<file path="config.mk">
export PLATFORM = sky130hd
export DESIGN_NAME = warp_scheduler
export DESIGN_NICKNAME = d
export VERILOG_FILES = /design/src/rtl/warp_scheduler.sv
export SDC_FILE = /design/constraint.sdc
export NUM_CORES = 1
export LEC_CHECK = 0
export ABC_AREA = 1
export CELL_PAD_IN_SITES_DETAIL_PLACEMENT = 1
export CELL_PAD_IN_SITES_GLOBAL_PLACEMENT = 1
export CORE_MARGIN = 10
export CORE_UTILIZATION = 45
export DETAILED_ROUTE_END_ITERATION = 16
export DONT_BUFFER_PORTS = 1
export PLACE_DENSITY = 0.79
export SETUP_SLACK_MARGIN = 0.4
export SLEW_MARGIN = 0
export SYNTH_ARGS = -nofsm -noshare
export SYNTH_HDL_FRONTEND = slang
export SYNTH_SLANG_ARGS = --single-unit
</file>
<file path="constraint.sdc">
create_clock -name clk -period 2.2 [get_ports clk]
set_input_delay 0.66 -clock clk [delete_from_list [all_inputs] [get_ports clk]]
set_output_delay 0.66 -clock clk [all_outputs]
set_load 0.1 [all_outputs]
</file>
<file path="src/rtl/warp_scheduler.sv">
// Multi-warp launch/issue/retire scheduler: builds per-warp live masks from a thread
// count, issues READY warps round-robin over valid/ready and narrows masks on retire.
module warp_scheduler #(
  parameter int unsigned NUM_WARPS        = 4,
  parameter int unsigned THREADS_PER_WARP = 4,
  localparam int unsigned WID_W = $clog2(NUM_WARPS),
  localparam int unsigned TC_W  = $clog2(NUM_WARPS * THREADS_PER_WARP) + 1
) (
  input  logic                        clk,
  input  logic                        reset,
  input  logic                        start,
  input  logic [TC_W-1:0]             thread_count,
  output logic                        issue_valid,
  input  logic                        issue_ready,
  output logic [WID_W-1:0]            issue_warp,
  output logic [THREADS_PER_WARP-1:0] issue_mask,
  input  logic                        retire_valid,
  input  logic [WID_W-1:0]            retire_warp,
  input  logic [THREADS_PER_WARP-1:0] retire_mask,
  output logic                        busy,
  output logic                        done,
  output logic                        err
);

  localparam int unsigned TB_W = (THREADS_PER_WARP > 1) ? $clog2(THREADS_PER_WARP) : 1;

  typedef enum logic [1:0] {S_IDLE, S_RUN, S_DONE} fsm_e;
  typedef enum logic [1:0] {W_INACTIVE, W_READY, W_IN_FLIGHT, W_EXITED} wstate_e;

  fsm_e                        state_q, state_d;
  wstate_e                     ws_q [NUM_WARPS];
  wstate_e                     ws_d [NUM_WARPS];
  logic [THREADS_PER_WARP-1:0] mask_q [NUM_WARPS];
  logic [THREADS_PER_WARP-1:0] mask_d [NUM_WARPS];
  logic [WID_W-1:0]            rr_q, rr_d;
  logic                        issue_valid_q, issue_valid_d;
  logic [WID_W-1:0]            issue_warp_q, issue_warp_d;
  logic [THREADS_PER_WARP-1:0] issue_mask_q, issue_mask_d;
  logic                        busy_q, busy_d;
  logic                        done_q, done_d;
  logic                        err_q, err_d;

  logic                        hs;
  logic                        ret_ok;
  logic [THREADS_PER_WARP-1:0] new_mask;
  logic                        found;
  logic [WID_W-1:0]            sel;
  int unsigned                 idx;
  logic                        all_exit;

  always_comb begin
    state_d       = state_q;
    ws_d          = ws_q;
    mask_d        = mask_q;
    rr_d          = rr_q;
    issue_valid_d = issue_valid_q;
    issue_warp_d  = issue_warp_q;
    issue_mask_d  = issue_mask_q;
    busy_d        = busy_q;
    done_d        = done_q;
    err_d         = err_q;
    hs            = issue_valid_q & issue_ready;
    ret_ok        = 1'b0;
    new_mask      = '0;
    found         = 1'b0;
    sel           = '0;
    idx           = 0;
    all_exit      = 1'b1;

    for (int unsigned w = 0; w < NUM_WARPS; w++) begin
      if (ws_q[WID_W'(w)] == W_READY || ws_q[WID_W'(w)] == W_IN_FLIGHT) all_exit = 1'b0;
    end

    case (state_q)
      S_IDLE, S_DONE: begin
        if (start) begin
          // Thread t of warp w is live when its global index is below the count.
          for (int unsigned w = 0; w < NUM_WARPS; w++) begin
            for (int unsigned t = 0; t < THREADS_PER_WARP; t++) begin
              mask_d[WID_W'(w)][TB_W'(t)] = ((w * THREADS_PER_WARP + t) < 32'(thread_count));
            end
            ws_d[WID_W'(w)] = (mask_d[WID_W'(w)] != '0) ? W_READY : W_INACTIVE;
          end
          rr_d          = '0;
          issue_valid_d = 1'b0;
          err_d         = 1'b0;
          if (thread_count == '0) begin
            state_d = S_DONE;
            busy_d  = 1'b0;
            done_d  = 1'b1;
          end else begin
            state_d = S_RUN;
            busy_d  = 1'b1;
            done_d  = 1'b0;
          end
        end
      end

      S_RUN: begin
        // A warp held in the slot awaiting handshake cannot be returned yet.
        if (retire_valid) begin
          ret_ok = (ws_q[retire_warp] == W_IN_FLIGHT) &&
                   !(issue_valid_q && (issue_warp_q == retire_warp));
          if (ret_ok) begin
            new_mask = mask_q[retire_warp] & retire_mask;
            if (new_mask != '0) begin
              mask_d[retire_warp] = new_mask;
              ws_d[retire_warp]   = W_READY;
            end else begin
              ws_d[retire_warp]   = W_EXITED;
            end
          end else begin
            err_d = 1'b1;
          end
        end

        // Candidates come from registered state, so a warp retired this cycle waits.
        if (!issue_valid_q || hs) begin
          if (hs) rr_d = WID_W'((32'(issue_warp_q) + 1) % NUM_WARPS);
          for (int unsigned k = 0; k < NUM_WARPS; k++) begin
            idx = (32'(rr_d) + k) % NUM_WARPS;
            if (!found && ws_q[WID_W'(idx)] == W_READY) begin
              found = 1'b1;
              sel   = WID_W'(idx);
            end
          end
          issue_valid_d = found;
          if (found) begin
            issue_warp_d = sel;
            issue_mask_d = mask_q[sel];
            ws_d[sel]    = W_IN_FLIGHT;
          end
        end

        if (all_exit && !issue_valid_q) begin
          state_d = S_DONE;
          busy_d  = 1'b0;
          done_d  = 1'b1;
        end
      end

      default: state_d = S_IDLE;
    endcase
  end

  always_ff @(posedge clk or posedge reset) begin
    if (reset) begin
      state_q       <= S_IDLE;
      ws_q          <= '{default: W_INACTIVE};
      mask_q        <= '{default: '0};
      rr_q          <= '0;
      issue_valid_q <= 1'b0;
      issue_warp_q  <= '0;
      issue_mask_q  <= '0;
      busy_q        <= 1'b0;
      done_q        <= 1'b0;
      err_q         <= 1'b0;
    end else begin
      state_q       <= state_d;
      ws_q          <= ws_d;
      mask_q        <= mask_d;
      rr_q          <= rr_d;
      issue_valid_q <= issue_valid_d;
      issue_warp_q  <= issue_warp_d;
      issue_mask_q  <= issue_mask_d;
      busy_q        <= busy_d;
      done_q        <= done_d;
      err_q         <= err_d;
    end
  end

  assign issue_valid = issue_valid_q;
  assign issue_warp  = issue_warp_q;
  assign issue_mask  = issue_mask_q;
  assign busy        = busy_q;
  assign done        = done_q;
  assign err         = err_q;

endmodule
</file>
==> flow_summary_export.csv <==
group,metric,value,unit
clocking,cts.path.max_buffers,2,
finish,final_cell_mix,"nand2_1, nor2_1, buf_4",
sta,slew_violations,0,
floorplanning,ios,26,
floorplanning,dieArea,9582,sq um
synthesis,yosysWarnings,0,
finish,seqCellArea,963.4,sq um
sta,slew-limit-headroom,64.38,%
sta,setup_violations,14,
routing,wl_per_cell,26.99,um
clocking,cts_tree,"yes",
synthesis,ys_seq_area_share,34.83,%
worst_setup_path,crit_arrival,2.69,ns
floorplanning,initial_utilization,46.11,%
finish,final_layout_size_suffix_gt1_share,39.54,%
run_status,status,"finished, violations left",
clocking,clkTransAtPathRegs,0.10,ns
placed_design,gp_congestion,0.8958,
floorplanning,die_x,97.89,um
synthesis,synth.avg_cell_area,6.500,sq um
worst_setup_path,worstPathMaxFanout,7,
clocking,clock_latency,0.32,ns
routing,firstDrtPassIters,5,
finish,final_util,68.34,%
finish,multi_input_area,2193,sq um
placed_design,port_buffers,0,
finish,n_antenna_cell,0,
floorplanning,core-area,5921,sq um
synthesis,synth_fp_nets,436,
grt,antenna_found_initial,0,
grt,grt_max_degree,39,
placed_design,hpwl,7.378,mm
worst_setup_path,path_class,"flop to flop",
sta,setup_slack,-0.2736,ns
sta,clock_skew,0.02135,ns
routing,via_per_inst,6.629,
synthesis,netlist_area,2730,sq um
finish,areaGrowthSynthToFinish,48.21,%
clocking,htreeDepth,2,
clocking,cts.sinks,38,
synthesis,yosysUniqueCellTypes,30,
floorplanning,die_y,97.89,um
routing,finalWirelength,14.93,mm
finish,fin_nets,493,
grt,grt.total_usage,22.56,%
worst_setup_path,critPathCaptureType,"flop",
routing,num_vias,3666,
clocking,cts_buffers,5,
grt,grt-ovfl-total,0,
worst_setup_path,setup.worst_path.start_class,"flop",
run,maxCapViolCount,0,
sta,hold_viol_final,0,
run_status,violations,"setup timing",
routing,route.detailed.drc,0,
floorplanning,rows,28,
sta,rsz0062_at_grt,"true",
clocking,root_buffer,"clkbuf_8",
finish,fill_cells,689,
synthesis,synthCells,420,
worst_hold_path,hp-class,"input pin to asynchronous set/reset pin",
grt,grt_pass1_vias,3463,
sta,fin_crit_sh,112.4,%
routing,drtIter0Drc,392,
grt,grt_pass1_wl,17.88,mm
finish,final_common_cell,"nand2_1",
synthesis,synth-seq-cells,38,
worst_setup_path,required,2.42,ns
sta,fmax,404.3,MHz
sta,period_needed,2.474,ns
routing,ant_nets,0,
sta,worst_slew_pin_slew,0.5343,ns
==> final timing paths <==
kind	cells after the start	endpoint	slack, ns	from
setup / recovery	16	issue_mask[0]$_DFFE_PP0P_	-0.27	ws_q[2]$_DFFE_PP0P_
hold / removal	2	issue_mask[2]$_DFFE_PP0P_	0.27	reset
setup reg to reg	16	issue_mask[0]$_DFFE_PP0P_	-0.27	ws_q[2]$_DFFE_PP0P_
hold reg to reg	2	issue_mask[1]$_DFFE_PP0P_	0.54	issue_mask[1]$_DFFE_PP0P_
max in group asynchronous	2	err$_DFFE_PP0P_	1.68	reset
min in group clk	2	issue_mask[1]$_DFFE_PP0P_	0.54	issue_mask[1]$_DFFE_PP0P_
==> what timing repair did <==
| item | 4_1_cts | 5_1_grt |
|---|---|---|
| cloned | 2 | 0 |
| pin swaps | 25 | 34 |
| hold buffers | 0 | 0 |
| endpoints found under the setup margin | 32 | 37 |
| buffers inserted | 12 | 10 |
| resized for setup | 65 | 84 |
==> final cells by class <==
| cell class | count | share of cell area (%) |
|---|---|---|
| Inverter | 45 | 4.638 |
| Multi-Input combinational cell | 335 | 54.21 |
| Clock buffer | 6 | 2.041 |
| Timing Repair Buffer | 52 | 11.50 |
| Tap cell | 75 | 2.319 |
| Clock inverter | 2 | 1.484 |
| Sequential cell | 38 | 23.81 |
==> per-stage QoR <==
| stage | hold slack (ns) | area, sq um | cells | worst slack (ns) | setup TNS, ns |
|---|---|---|---|---|---|
| 4_1_cts | 0.3126 | 3596 | 543 | 0.05582 | 0 |
| 3_5_place_dp | 0.4707 | 3102 | 521 | -0.1377 | -0.8053 |
| 5_1_grt | 0.2954 | 4046 | 553 | -0.3344 | -3.653 |
| 3_3_place_gp | 0.4646 | 3102 | 521 | -0.02889 | -0.05610 |
| 2_1_floorplan | 0.4645 | 2804 | 420 | 0.1084 | 0 |
| 6_report | 0.2713 | 4046 | 553 | -0.2736 | -2.640 |
==> synthesized netlist by cell type, drive strengths merged <==
cell type | n | area [sq um]
a21oi | 20 | 111.4
nand4 | 1 | 6.260
a31oi | 2 | 12.51
o2111ai | 2 | 17.52
a311oi | 1 | 8.760
o22ai | 10 | 62.56
nor4 | 1 | 6.260
nand2 | 164 | 688.2
buf | 2 | 22.52
nor3 | 8 | 40.04
a22oi | 8 | 60.06
a21boi | 1 | 11.26
o21ai | 21 | 105.1
nand3 | 37 | 210.2
clkinv | 1 | 5.000
or2 | 1 | 6.260
clkbuf | 2 | 7.510
inv | 44 | 165.2
nor2 | 55 | 221.5
o221a | 1 | 11.26
dfrtp | 38 | 950.9
==> routing by layer <==
layer	GRT usage [%]	wire length (um)
met1	25.82	5398
met2	38.48	7011
met3	5.215	1325
met5	0	0
met4	11.19	1191
==> critical path, stage by stage, from the launching register on <==
cell and delay (ns):
dfrtp_1 0.43, inv_1 0.10, nor2_1 0.37, nand2_2 0.10, nand2_2 0.12, nand3_4 0.13, nand3_4 0.14, nand2_8 0.08
nor2_4 0.20, nand2_8 0.12, buf_6 0.15, nand3_2 0.05, nand2_1 0.07, nand2_1 0.09, nand2_1 0.07, nand2_1 0.09
nand2_1 0.06
==> sequential cells by signal, indices dropped and copies added (netlist names) <==
signal and cells:
busy 1, done 1, err 1, issue_mask 4, issue_valid 1, issue_warp 2, mask_q 16, rr_q 2
state_q 2, ws_q 8
==> logic make-up (layout without fill, tap and decap cells) <==
| family | count (synthesis) | in the layout | synth area share, % |
|---|---|---|---|
| AO/OA/AOI/OAI | 66 | 66 | 14.67 |
| AND/OR/NAND/NOR | 267 | 269 | 43.17 |
| flip-flops | 38 | 38 | 34.83 |
| buffers and inverters | 49 | 105 | 7.332 |
Power is left out: the tool's default activity adds up to more than one toggle a clock period on the data nets, which glitch-free logic cannot reach.
